### config.mk
export PLATFORM = sky130hd
export DESIGN_NAME = mux4to1_ser
export DESIGN_NICKNAME = d
export VERILOG_FILES = /design/src/rtl/mux4to1_ser_pkg.sv /design/src/rtl/mux4to1_ser_lane_hold3.sv /design/src/rtl/mux4to1_ser.sv
export SDC_FILE = /design/constraint.sdc
export NUM_CORES = 1
export LEC_CHECK = 0
export ABC_AREA = 1
export CORE_MARGIN = 4
export CORE_UTILIZATION = 52
export DETAILED_ROUTE_END_ITERATION = 12
export PLACE_DENSITY = 0.84
export SYNTH_ARGS = -nofsm -noshare
export SYNTH_HDL_FRONTEND = slang
export SYNTH_HIERARCHICAL = 1
export SYNTH_SLANG_ARGS = --single-unit
### constraint.sdc
create_clock -name clk -period 3.2 [get_ports clk]
set_clock_uncertainty 0.1 [all_clocks]
set_input_delay 0.96 -clock clk [delete_from_list [all_inputs] [get_ports clk]]
set_output_delay 0.96 -clock clk [all_outputs]
set_load 0.01 [all_outputs]
### src/rtl/mux4to1_ser_pkg.sv
// Shared constants and FSM state type for the 4-lane byte serializer.
package mux4to1_ser_pkg;
  localparam int NUM_LANES = 4;
  localparam int CNT_W     = 2;

  typedef enum logic {
    IDLE = 1'b0,
    SEND = 1'b1
  } state_t;
endpackage

### src/rtl/mux4to1_ser_lane_hold3.sv
// Holding registers for lanes 1..3 of an accepted word; loaded on transfer,
// cleared asynchronously by the active-low reset.
module lane_hold3 #(
  parameter int DW = 8
) (
  input  logic          clk,
  input  logic          rst_n,
  input  logic          ld_i,
  input  logic [DW-1:0] in1_i,
  input  logic [DW-1:0] in2_i,
  input  logic [DW-1:0] in3_i,
  output logic [DW-1:0] lane1_o,
  output logic [DW-1:0] lane2_o,
  output logic [DW-1:0] lane3_o
);
  logic [DW-1:0] lane1_q, lane2_q, lane3_q;

  always_ff @(posedge clk or negedge rst_n) begin
    if (!rst_n) begin
      lane1_q <= '0;
      lane2_q <= '0;
      lane3_q <= '0;
    end else if (ld_i) begin
      lane1_q <= in1_i;
      lane2_q <= in2_i;
      lane3_q <= in3_i;
    end
  end

  assign lane1_o = lane1_q;
  assign lane2_o = lane2_q;
  assign lane3_o = lane3_q;
endmodule

### src/rtl/mux4to1_ser.sv
// 4-lane to byte-stream serializer, in0 emitted first, one byte per clock.
// Optional registered even-parity output enabled by MUX4TO1_SER_PARITY_EN.
//
// state | meaning
// IDLE  | nothing on output, ready for a word
// SEND  | lanes being emitted; cnt_q = lane currently on out_data
import mux4to1_ser_pkg::*;

module mux4to1_ser #(
  parameter int DW = 8
) (
  input  logic          clk,
  input  logic          reset,
  input  logic [DW-1:0] in0,
  input  logic [DW-1:0] in1,
  input  logic [DW-1:0] in2,
  input  logic [DW-1:0] in3,
  input  logic          in_valid,
  output logic          in_ready,
  output logic [DW-1:0] out_data,
  output logic          out_valid
`ifdef MUX4TO1_SER_PARITY_EN
  ,
  output logic          out_parity
`endif
);
  localparam logic [CNT_W-1:0] LAST_LANE = CNT_W'(NUM_LANES - 1);

  state_t          state_q;
  logic [CNT_W-1:0] cnt_q;
  logic [DW-1:0]   out_data_q;
  logic            out_valid_q;
  logic [DW-1:0]   lane_d;
  logic [DW-1:0]   lane1, lane2, lane3;
  logic            xfer;

  // Ready while idle or while the last lane is on the output, so a new word
  // follows lane 3 with no bubble; forced low while reset is held.
  assign in_ready = reset & ((state_q == IDLE) ||
                             ((state_q == SEND) && (cnt_q == LAST_LANE)));
  assign xfer     = in_valid & in_ready;

  lane_hold3 #(.DW(DW)) u_hold (
    .clk     (clk),
    .rst_n   (reset),
    .ld_i    (xfer),
    .in1_i   (in1),
    .in2_i   (in2),
    .in3_i   (in3),
    .lane1_o (lane1),
    .lane2_o (lane2),
    .lane3_o (lane3)
  );

  always_comb begin
    lane_d = lane3;
    case (cnt_q)
      2'd0:    lane_d = lane1;
      2'd1:    lane_d = lane2;
      default: lane_d = lane3;
    endcase
  end

`ifdef MUX4TO1_SER_PARITY_EN
  logic out_parity_q;
  assign out_parity = out_parity_q;
`endif

  always_ff @(posedge clk or negedge reset) begin
    if (!reset) begin
      state_q     <= IDLE;
      cnt_q       <= '0;
      out_data_q  <= '0;
      out_valid_q <= 1'b0;
`ifdef MUX4TO1_SER_PARITY_EN
      out_parity_q <= 1'b0;
`endif
    end else if (xfer) begin
      state_q     <= SEND;
      cnt_q       <= '0;
      out_data_q  <= in0;
      out_valid_q <= 1'b1;
`ifdef MUX4TO1_SER_PARITY_EN
      out_parity_q <= ^in0;
`endif
    end else if ((state_q == SEND) && (cnt_q != LAST_LANE)) begin
      cnt_q       <= cnt_q + 1'b1;
      out_data_q  <= lane_d;
      out_valid_q <= 1'b1;
`ifdef MUX4TO1_SER_PARITY_EN
      out_parity_q <= ^lane_d;
`endif
    end else begin
      state_q     <= IDLE;
      cnt_q       <= '0;
      out_data_q  <= '0;
      out_valid_q <= 1'b0;
`ifdef MUX4TO1_SER_PARITY_EN
      out_parity_q <= 1'b0;
`endif
    end
  end

  assign out_data  = out_data_q;
  assign out_valid = out_valid_q;
endmodule
Yosys cells after proc, flatten, opt, wreduce, memory -nomap -nowiden
Index checks and enable logic that the tools add are counted.
{"block": "totals", "wordCells": 28, "regBits": 36, "out_inout_bits": 10, "input_bits": 35}
{"block": "classes", "addsub": 1, "eq_ne": 4, "bitwise": 3, "reduce_logical": 4, "muxes": 9}
{"operator": "$mux W8", "n": 2}
{"operator": "$pmux W8 S2", "n": 1}
{"operator": "$mux W1", "n": 4}
{"operator": "$mux W2", "n": 2}
{"operator": "$add A2 B1 Y2 const B", "n": 1}
{"operator": "$and A1 B1 Y1", "n": 2}
{"operator": "$eq A2 B1 Y1 const B", "n": 1}
{"operator": "$eq A2 B2 Y1 const B", "n": 1}
{"operator": "$logic_and A1 B1 Y1", "n": 2}
{"operator": "$logic_not A2 Y1", "n": 1}
{"operator": "$ne A2 B1 Y1 const B", "n": 1}
{"operator": "$ne A2 B2 Y1 const B", "n": 1}
{"operator": "$logic_or A1 B1 Y1", "n": 1}
{"operator": "$not A1 Y1", "n": 1}

Logic depth before layout (Yosys ltp)
Gate-level depths: netlist of run 1.
{"block": "depth", "word_depth": 6, "mapped_depth": 12, "mapped_depth_nobuf": 10}

Cells and area by module
Netlist of run 1, hierarchy kept.
{"module": "lane_hold3", "n_inst": 1, "area_per_inst_um2": 974.7, "cells_each": 102, "seq_area_each_um2": 600.6}
{"module": "mux4to1_ser", "n_inst": 1, "area_per_inst_um2": 760.7, "cells_each": 107, "seq_area_each_um2": 300.3}

Least setup slack after synthesis of run 1
No wires, ideal clock.
{"block": "synth_timing", "path_kind": "input to output", "startpoint": "input port reset", "endpoint": "output port in_ready", "n_path_buf": 1, "slack_ns": 0.892, "stages": 3, "t_required_ns": 2.140, "arrival_time_ns": 1.248, "cell_sequence": "buf_4 > inv_2 > nor2_4"}
{"block": "synth_via", "elab_chain_len": 1}
{"item": "start: declaration", "line": "mux4to1_ser.sv:13", "text": "input logic reset,"}
{"item": "$and A1 B1 Y1", "line": "mux4to1_ser.sv:39", "text": "assign in_ready = reset & ((state_q == IDLE) ||"}
{"item": "end: declaration", "line": "mux4to1_ser.sv:19", "text": "output logic in_ready,"}
Every way passes these cells.

Final worst setup path of run 1
{"block": "layout_timing", "startpoint": "register cnt_q[0]", "endpoint": "output port in_ready"}
{"block": "layout_via", "elab_chain_len": 4}
{"item": "start: declaration", "line": "mux4to1_ser.sv:30", "text": "logic [CNT_W-1:0] cnt_q;"}
{"item": "start signal: assignment", "line": "mux4to1_ser.sv:87", "text": "cnt_q <= cnt_q + 1'b1;"}
{"item": "$eq A2 B2 Y1", "line": "mux4to1_ser.sv:40", "text": "((state_q == SEND) && (cnt_q == LAST_LANE)));"}
{"item": "$logic_and A1 B1 Y1", "line": "mux4to1_ser.sv:40"}
{"item": "$logic_or A1 B1 Y1", "line": "mux4to1_ser.sv:39"}
{"item": "$and A1 B1 Y1", "line": "mux4to1_ser.sv:39"}
Every way passes these cells.

==> results of run 1 <==
==> final cells by class <==
cell class / instances / share of cell area (%)
multi-input combinational: 147 / 29.6
inverter: 16 / 3.28
clock buffer: 6 / 1.87
timing repair buffer: 46 / 20.4
sequential: 36 / 40.8
tap: 44 / 2.49
clock inverter: 2 / 1.59
==> kinds of logic (layout without fill, tap and decap cells) <==
group         after synthesis  after routing  synth area share (%)
simple gates              144            144                  35.5
buf+inv                    26             70                  10.4
fa+ha+maj                   3              3                  2.16
flops                      36             36                  51.9
==> critical path, stage by stage, from the launching register on <==
cell             delay, ps
dfrtp_1                410
ha_1                   180
inv_2                   40
nand2_4                140
clkinv_4               120
nor2_4                  90
clkdlybuf4s50_1        540
==> through the flow <==
step                area (µm²)  utilization, %  setup WS (ps)  total power, mW
detailed placement        2130            68.2            410             1.60
global route              2210            70.6            130             2.07
finish                    2210            70.6            279             1.90
CTS                       2210            70.6            241             1.92
global placement          2130            68.2            417             1.58
floorplan                 1740               -            892             1.38
==> state kept, by name, summed over array words and instances (netlist names) <==
register and flops:
out_data 8, u_hold/lane1_o 8, u_hold/lane2_o 8, u_hold/lane3_o 8, cnt_q 2, out_valid 1
state_q 1
==> power by group through the flow <==
stage / combinational (mW) / sequential, mW / clock [mW]
6_report: 0.805 / 0.785 / 0.306
2_1_floorplan: 0.584 / 0.801 / 0
4_1_cts: 0.820 / 0.785 / 0.315
5_1_grt: 0.930 / 0.812 / 0.333
3_3_place_gp: 0.792 / 0.790 / 0
3_5_place_dp: 0.809 / 0.793 / 0
==> worst paths after layout <==
check | from | endpoint | cells past startpoint
min in group asynchronous | reset | out_valid | 2
worst max register to register | cnt_q[0] | u_hold/lane2_o[0] | 10
worst min-delay path | u_hold/lane2_o[7] | u_hold/lane2_o[7] | 2
max in group asynchronous | reset | out_data[1] | 2
worst min register to register | u_hold/lane2_o[7] | u_hold/lane2_o[7] | 2
worst max-delay path | cnt_q[0] | in_ready | 6
==> synthesized netlist by cell type <==
cell      instances  share of area (%)
buf_2             2               0.58
buf_6             5                3.2
nand4_1           8                2.9
inv_8             1               0.65
clkbuf_8          1               0.79
clkinv_4          1               0.50
nor2_4            1               0.65
nand2_1         121                 26
nand2_2          10                3.6
buf_4             1               0.43
nor2_1            2               0.43
nand2_4           1               0.65
dfrtp_1          36                 52
nor2_8            1                1.2
clkinv_1          8                1.7
inv_2             2               0.43
ha_1              3                2.2
inv_1             4               0.86
buf_12            1                1.2
==> metal layers <==
layer,up-vias,global-route usage [%],wire (µm)
met1,579,22.3,1510
met5,-,0,0
met2,42,25.4,1490
met4,0,9.84,64
li1,711,-,-
met3,6,4.08,198
==> results.yml, run 1 <==
outcome:
  status: "finished clean"
detailed_routing:
  vias: 1338
  firstDrtPassIters: 4
  ant_nets: 0
  wl_mm: 3.26
  vias_per_cell: 4.51
  drcViolationCount: 0
  drt-initial-drc-count: 57
  avgRoutedWirePerCell_um: 11.0
cts:
  clkTransAtPathRegs_ps: 110
  clk_path_buf_depth: 2
  cts_buffers: 5
  cts_hold_buf: 0
  cts_root_buf: "clkbuf_4"
  tritoncts: "built"
  htreeDepth: 2
  cts.sinks: 36
  cts_setup_buffers: 0
  cts-resized-gates: 0
  worstSkewPairLatency_ps: 330
worst_setup_path:
  cp_data_arrival_time_ps: 1860
  critical_path.startpoint_type: "flip-flop"
  end_kind: "primary output"
  critPathKind: "flip-flop to primary output"
  cp.required_ps: 2140
  r2r_slack_ps: 1310
  cp_max_fo: 13
logic_synthesis:
  postSynthCellCount: 209
  ys_ff_latch: 36
  synth.avg_cell_area_um2: 8.30
  ys_types: 19
  syn-num-nets: 247
  yosysWarningCount: 6
  ys_seq_area_share_pct: 51.9
  netlist_area_um2: 1740
layout:
  fillers: 241
  regArea_um2: 901
  fin_cells: 297
  diodes: 0
  nets: 290
  final_common_cell: "nand2_1"
  layout-drive-gt1-share_pct: 10.7
  layout_common_cells: "nand2_1 (121), clkdlybuf4s50_1 (43), dfrtp_1 (36), nand2_2 (10)"
  multi_input_area_um2: 654
  syn_to_final_growth_pct: 27.3
run:
  max_cap_viol_count: 0
die:
  io-pin-count: 45
  core_um2: 3130
  start_util_pct: 55.5
  dieArea_um2: 4330
  die_w_um: 65.8
  die_height_um: 65.8
  rows: 20
power_and_ir_drop:
  p_sw_share_pct: 38.0
  p_int_mw: 1.17
  irDropWorstVdd_v: 0.000431
  p_leak_nw: 1.15
  power_frac_comb_pct: 42.5
  p_switching_uw: 721
  p_per_area_nw_per_um2: 858
  p_clk_share_pct: 16.1
  p_seq_share_pct: 41.4
placement:
  place.gp.congestion: 0.783
  dp.cells: 289
  dp_hpwl_mm: 2.25
  io_buffer_count: 44
sta:
  hold_viol_final: 0
  tns_ps: 0
  fin_crit_ps: 2920
  setup_viol: 0
  post-route-period-util_pct: 91.3
  rsz0062_at_grt: "false"
  tightest_slew_ps: 502
  hold-worst-slack_ps: 383
  max_slew_margin_pct: 66.6
  slew_violations: 0
  max_freq_ghz: 0.342
grt:
  grt_max_degree: 45
  grt_usage_pct: 17.0
  antenna_found_initial: 0
  grt_pass1_wl_mm: 5.38
  grt_pass1_vias: 1234
  overflow: 0
worst_hold_path:
  min_path_type: "flip-flop to flip-flop"
No activity file was read; power rests on OpenSTA's default activity.
==> run 2, diff against run 1 <==
--- a/config.mk
+++ b/config.mk
@@ -14,3 +14,4 @@
 export SYNTH_HDL_FRONTEND = slang
 export SYNTH_HIERARCHICAL = 1
 export SYNTH_SLANG_ARGS = --single-unit
+export TNS_END_PERCENT = 100
==> results of run 2 <==
No change in the layout: final DEF, timing and power equal those of run 1.
==> run 3, diff against run 2 <==
--- a/config.mk
+++ b/config.mk
@@ -6,10 +6,11 @@
 export NUM_CORES = 1
 export LEC_CHECK = 0
 export ABC_AREA = 1
+export CAP_MARGIN = 20
 export CORE_MARGIN = 4
 export CORE_UTILIZATION = 52
 export DETAILED_ROUTE_END_ITERATION = 12
-export PLACE_DENSITY = 0.84
+export PLACE_DENSITY_LB_ADDON = 0.25
 export SYNTH_ARGS = -nofsm -noshare
 export SYNTH_HDL_FRONTEND = slang
 export SYNTH_HIERARCHICAL = 1
==> run 3 against run 2 <==
Critical path type unchanged. First-iteration DRC count up 120%. Critical endpoint unchanged. Fmax down 0.17%. Die area unchanged. Global-route usage is 0.84 points higher. Clock-buffer cell count did not move. Via count up 4.6%. Final area down 1.0%. Sequential share of layout area rose by 0.42 points. Cell count unchanged. Non-clock buffer count rose by 1. Hold slack worse by 2.8 ps. Core utilization is 0.72 points lower.
==> results.yml, run 3 (same netlist as run 1, synthesis figures left out) <==
worst_setup_path:
  end_kind: "primary output"
  cp_data_arrival_time_ps: 1870
  critical_path.startpoint_type: "flip-flop"
  critPathKind: "flip-flop to primary output"
  cp.required_ps: 2140
  cp_max_fo: 13
cts:
  cts_buffers: 5
  cts_root_buf: "clkbuf_4"
  tritoncts: "built"
  cts_hold_buf: 0
  worstSkewPairLatency_ps: 340
  cts_setup_buffers: 0
  clk_path_buf_depth: 2
  clkTransAtPathRegs_ps: 110
  cts.sinks: 36
  cts-resized-gates: 0
  htreeDepth: 2
placement:
  place.gp.congestion: 0.804
  dp_hpwl_mm: 2.50
  io_buffer_count: 44
die:
  start_util_pct: 55.5
  die_height_um: 65.8
  rows: 20
  core_um2: 3130
  die_w_um: 65.8
  dieArea_um2: 4330
  io-pin-count: 45
outcome:
  status: "finished clean"
detailed_routing:
  drt-initial-drc-count: 124
  avgRoutedWirePerCell_um: 11.6
  vias: 1400
  vias_per_cell: 4.71
  firstDrtPassIters: 4
  drcViolationCount: 0
  wl_mm: 3.45
  ant_nets: 0
layout:
  diodes: 0
  fillers: 264
  final_common_cell: "nand2_1"
  post-route-util_pct: 69.9
  syn_to_final_growth_pct: 26.0
  regArea_um2: 901
  layout_common_cells: "nand2_1 (121), clkdlybuf4s50_1 (43), dfrtp_1 (36), nand2_2 (10)"
  layout-drive-gt1-share_pct: 10.7
  nets: 291
  multi_input_area_um2: 654
sta:
  max_slew_margin_pct: 66.2
  post-route-period-util_pct: 91.4
  hold_viol_final: 0
  max_freq_ghz: 0.342
  tns_ps: 0
  slew_violations: 0
  rsz0062_at_grt: "false"
  setup_viol: 0
  fin_crit_ps: 2930
  tightest_slew_ps: 507
grt:
  grt_pass1_wl_mm: 5.67
  grt_max_degree: 45
  overflow: 0
  grt_usage_pct: 17.8
  antenna_found_initial: 0
  grt_pass1_vias: 1330
worst_hold_path:
  min_path_type: "flip-flop to flip-flop"
power_and_ir_drop:
  p_leak_nw: 1.15
  p_clk_share_pct: 12.3
  power_frac_comb_pct: 44.4
  p_per_area_nw_per_um2: 837
  p_switching_uw: 737
  p_sw_share_pct: 40.3
  p_seq_share_pct: 43.3
  p_int_mw: 1.09
  irDropWorstVdd_v: 0.000420
run:
  max_cap_viol_count: 0
==> run 3: changes by cell type in the layout (fill, tap and decap cells not counted) <==
cell | before | now
buf_4 | 2 | 3
bufinv_16 | 1 | 0
==> run 3: stage by stage <==
stage / setup WS (ps) / hold slack, ps / area (µm²) / std cells / total power [mW]
after floorplan: 892 / 342 / 1740 / 209 / 1.38
after global placement: 414 / 356 / 2140 / 290 / 1.59
after detailed placement: 399 / 359 / 2140 / 290 / 1.62
after CTS: 259 / 382 / 2190 / 297 / 1.84
after global routing: 172 / 403 / 2190 / 297 / 1.99
final: 274 / 380 / 2190 / 297 / 1.83
==> run 3: power by group through the flow <==
stage	sequential (mW)	clock (mW)	combinational (mW)
global route	0.817	0.252	0.922
CTS	0.792	0.228	0.822
global placement	0.790	0	0.798
finish	0.792	0.226	0.812
detailed placement	0.801	0	0.818
floorplan	0.801	0	0.584
==> run 3: layer usage <==
metal / vias to the layer above / global-route usage (%) / share of wire [%]
met5: - / 0 / 0
met2: 39 / 28.7 / 48
met1: 643 / 21.0 / 42
met3: 10 / 6.29 / 6.6
li1: 708 / - / -
met4: 0 / 8.81 / 2.8
==> run 3: layout make-up <==
cell class | count | share of cell area (%)
tap | 44 | 2.52
timing repair buffer | 47 | 20.9
sequential | 36 | 41.2
inverter | 16 | 3.32
multi-input combinational | 147 | 29.9
clock inverter | 1 | 0.229
clock buffer | 6 | 1.89
==> run 3: final timing paths <==
kind | from | to | slack [ps] | cells after the start
hold / removal | u_hold/lane2_o[6] | u_hold/lane2_o[6] | 380 | 2
max in group asynchronous | reset | u_hold/lane1_o[6] | 2050 | 2
min in group asynchronous | reset | u_hold/lane1_o[4] | 580 | 2
setup / recovery | cnt_q[0] | in_ready | 270 | 6
hold reg to reg | u_hold/lane2_o[6] | u_hold/lane2_o[6] | 380 | 2
setup reg to reg | cnt_q[0] | u_hold/lane1_o[0] | 1140 | 10
==> run 3: critical path: stages, from the launching register on <==
cell and delay [ps]:
dfrtp_1 410, ha_1 170, inv_2 40, nand2_4 140, clkinv_4 120, nor2_4 100
clkdlybuf4s50_1 540
